## src/rtl/video_dram_sched.sv

```systemverilog
// video_dram_sched: 4-clk DRAM slot arbiter (VID > TS > CPU/DMA round-robin > IDLE).
// Define VIDEO_SCHED_STARVE_EN to add the CPU starvation counter and forced CPU slots.
module video_dram_sched #(
  parameter int STARVE_LIM = 8
) (
  input  logic       clk,
  input  logic       rst_n,
  input  logic       c3,
  input  logic       video_go,
  input  logic       v_ts,
  input  logic       tv_blank,
  input  logic       ts_req,
  input  logic       cpu_req,
  input  logic       dma_req,
  output logic       video_pre_next,
  output logic       ts_ack,
  output logic       cpu_ack,
  output logic       dma_ack,
  output logic [2:0] slot_own,
  output logic       cpu_starved
);
  localparam logic [2:0] IDLE = 3'd0, VID = 3'd1, TS = 3'd2, CPU = 3'd3, DMA = 3'd4;
  logic       rr_dma;
  logic       force_cpu;
  logic [2:0] nxt;
  if (STARVE_LIM < 2 || STARVE_LIM > 15) begin : g_lim_chk
    $error("STARVE_LIM must be within 2..15");
  end
`ifdef VIDEO_SCHED_STARVE_EN
  logic [3:0] starve_cnt;
  assign force_cpu = cpu_req && starve_cnt >= 4'(STARVE_LIM - 1);
  always_ff @(posedge clk or negedge rst_n)
    if (!rst_n) begin
      starve_cnt  <= '0;
      cpu_starved <= 1'b0;
    end else if (c3) begin
      starve_cnt  <= (!cpu_req || nxt == CPU) ? 4'd0 : (&starve_cnt) ? starve_cnt : starve_cnt + 4'd1;
      cpu_starved <= force_cpu;
    end
`else
  assign force_cpu   = 1'b0;
  assign cpu_starved = 1'b0;
`endif
  // rr_dma set means the last pair winner was CPU, so DMA is favoured next
  always_comb
    nxt = force_cpu                    ? CPU :
          video_go                     ? VID :
          (ts_req && (v_ts || tv_blank)) ? TS  :
          (cpu_req && dma_req)         ? (rr_dma ? DMA : CPU) :
          cpu_req                      ? CPU :
          dma_req                      ? DMA : IDLE;
  always_ff @(posedge clk or negedge rst_n)
    if (!rst_n) begin
      slot_own       <= IDLE;
      rr_dma         <= 1'b0;
      video_pre_next <= 1'b0;
      ts_ack         <= 1'b0;
      cpu_ack        <= 1'b0;
      dma_ack        <= 1'b0;
    end else begin
      video_pre_next <= c3 && nxt == VID;
      ts_ack         <= c3 && nxt == TS;
      cpu_ack        <= c3 && nxt == CPU;
      dma_ack        <= c3 && nxt == DMA;
      if (c3) slot_own <= nxt;
      if (c3 && (nxt == CPU || nxt == DMA)) rr_dma <= nxt == CPU;
    end
endmodule

```

## config.mk

```make
export PLATFORM = sky130hd
export DESIGN_NAME = video_dram_sched
export DESIGN_NICKNAME = d
export VERILOG_FILES = /design/src/rtl/video_dram_sched.sv
export SDC_FILE = /design/constraint.sdc
export NUM_CORES = 1
export LEC_CHECK = 0
export ABC_AREA = 1
export CAP_MARGIN = 20
export CORE_AREA = 3 3 40 42
export DETAILED_ROUTE_END_ITERATION = 12
export DIE_AREA = 0 0 43 45
export GPL_TIMING_DRIVEN = 0
export PLACE_DENSITY_LB_ADDON = 0.08
export RECOVER_POWER = 25
export SETUP_SLACK_MARGIN = 0.3
export SYNTH_ARGS = -nofsm -noshare
export SYNTH_HDL_FRONTEND = slang
export SYNTH_SLANG_ARGS = --single-unit
```

## constraint.sdc

```tcl
create_clock -name clk -period 1.8 [get_ports clk]
set_input_delay 0.36 -clock clk [delete_from_list [all_inputs] [get_ports clk]]
set_output_delay 0.36 -clock clk [all_outputs]
set_load 0.03 [all_outputs]
```

==> run summary <==
vias in the first global route -> 254
count of final hold-check violations -> 0
Worst Path Required -> 1.44 ns
critical path, cell by cell -> dlygate4sd2_1
Max stage delay cell, worst path -> dlygate4sd2_1
Post-Syn Area -> 344 um^2
DP Cell Count -> 67
met3 usage -> 2.79%
initial antenna violation count -> 0
Ports -> 17
Crit Path Category -> flop to output pin
CTS tree -> yes
Final min period -> 1.36 ns
Synthesized Nets -> 46
worst-path fanout max -> 2
first-pass GRT wire length -> 1050 um
worst skew pair latency -> 0.25 ns
Reg clk slew, reported paths -> 0.05 ns
final setup TNS -> 0 ns
Yosys warnings -> 0
Yosys top cell area share -> 58.2%
Net count, final -> 66
Num CTS Buffers -> 3
hold crit path type -> primary input to asynchronous set/reset pin
Fmax -> 737 MHz
hold_buf cts -> 0
worst clock skew -> 0.000188 ns
Min Hold Slack -> 0.450 ns
Top FF cell, synth -> dfrtp_1
largest net degree at the start of global routing -> 9
Yosys top cell by area -> dfrtp_1
Core ar. -> 0.00128 mm^2
Sink Count -> 8
Row Count -> 13
Setup violations, final -> 0
detailed-route wire length per cell -> 9.24 um
synth top area cells -> dfrtp_1 58%, nand2_1 9.8%, inv_1 6.5%
Synth async-reset ratio -> 100%
average vias per placed instance -> 4.11
LEAKAGE -> 0.303 nW
Power Dens Cells -> 811 mW/mm^2
Layout Cells excl Fill -> 70
synth cell count leaders -> 9 x nand2_1, 8 x dfrtp_1, 6 x inv_1
number of synthesized flops with an enable pin -> 0
Iter 0 DRT Violations -> 5
Critical Path AT -> 1.00 ns
GRT Overall Usage -> 7.74%
Die W -> 43 um
Routed Antenna Nets -> 0
DRC -> 0
startpoint types -> flop
final WL -> 647 um
crit end category -> output pin
# diodes -> 0
RePlAce Congestion -> 0.792
Via Count -> 288
die height -> 45 um
# Max-Cap Violations -> 0
die area -> 0.00194 mm^2
FF-to-FF Start -> rr_dma
Max Slew Vio Count -> 0
Max stage delay on crit path -> 0.40 ns
met2 usage -> 11.4%
Detailed Place HPWL -> 561 um
sequential share of the synthesized area -> 58.2%
Post-Synthesis Cells -> 37
CTS Root Cell -> clkbuf_4
CP top delay family -> buffers and inverters
RSZ-0062 raised after global routing -> false
met1 Usage GRT -> 8.68%
FF-to-FF End -> rr_dma
Port Buffers -> 15
status -> completed
count of cell types in the netlist -> 14
reg2reg path depth -> 3
grt total ovfl -> 0
Syn Area/Cell -> 9.30 um^2
share of cells above drive strength 1 -> 14.5%
Final period util -> 75.4%
Area Overhead vs Synth -> 53.1%
reg2reg setup slack -> 0.91 ns
peak supply drop -> 0.326 mV
GR peak layer -> met2
most common cell in the netlist -> nand2_1
flops & latches, synth -> 8
iteration count of the initial detailed-routing pass -> 4
WP buf/inv -> 1
CTS H-tree depth -> 1
Longest Clk Path Bufs -> 2
Initial Util -> 26.8%
[report_power, final]
part,leakage (nW),switching [mW],internal (mW)
logic,0.186,0.0531,0.0376
registers,0.103,0.00945,0.195
clock network,0.0138,0.0558,0.0759
[cell usage in the layout, fill, tap and decap left out]
cell             count
buf_4                1
inv_2                1
nand3_2              1
o21ai_1              1
dlygate4sd3_1        1
clkbuf_4             3
inv_1                6
nand4_1              1
nor2_1               3
o21ai_4              1
dlygate4sd2_1        7
nand3_1              2
clkdlybuf4s50_1      7
dfrtp_1              8
conb_1               1
nand2_1              9
nor3_1               1
a21oi_2              1
[registers in the layout (all words and copies together) (netlist names)]
register        count
ts_ack              1
slot_own            3
dma_ack             1
cpu_ack             1
rr_dma              1
video_pre_next      1
[kinds of logic after synthesis]
logic type / share of synthesized area, %
AOI/OAI and AO/OA: 8.73
buffers and inverters: 9.82
DFF: 58.2
other: 1.09
and+or+nand+nor: 22.2
[per-stage QoR]
step	setup WS [ns]	utilization [%]	area, um^2	total power, mW
5_1_grt	0.404	41.0	527	0.454
4_1_cts	0.427	41.0	527	0.434
2_1_floorplan	0.948	-	344	0.256
3_5_place_dp	0.379	39.9	513	0.308
3_3_place_gp	0.396	39.9	513	0.306
6_report	0.444	41.0	527	0.427
[final cells by class]
cell class,count,area (um^2)
fill,136,758
sequential,8,200
timing repair buffer,15,141
multi-input combinational,21,110
inverter,7,26.3
clock buffer,3,22.5
tap,15,18.8
buffer,1,7.51
[what timing repair did]
action	CTS	global route
buffers inserted	0	0
gates resized for setup	7	0
setup endpoints to repair	7	0
[per-layer routing]
layer  vias up  wire (um)
li1        147          -
met1       124        260
met2        15        302
met3         2         66
met4         0         18
met5         -          0
[worst reg2reg max path: stages, from the launching register on]
cell,delay (ns)
dfrtp_1,0.40
a21oi_2,0.20
nand4_1,0.13
nand2_1,0.09
[worst max path at each step]
stage                      from     endpoint  slack, ns  cells past startpoint
floorplan               cpu_req       rr_dma       0.95                      6
global placement       video_go       rr_dma       0.40                      7
detailed placement     video_go       rr_dma       0.38                      7
CTS                 slot_own[2]  slot_own[2]       0.43                      1
global route        slot_own[0]  slot_own[0]       0.40                      1
finish              slot_own[2]  slot_own[2]       0.44                      1
Note: power is estimated with default switching activity, not from simulation.
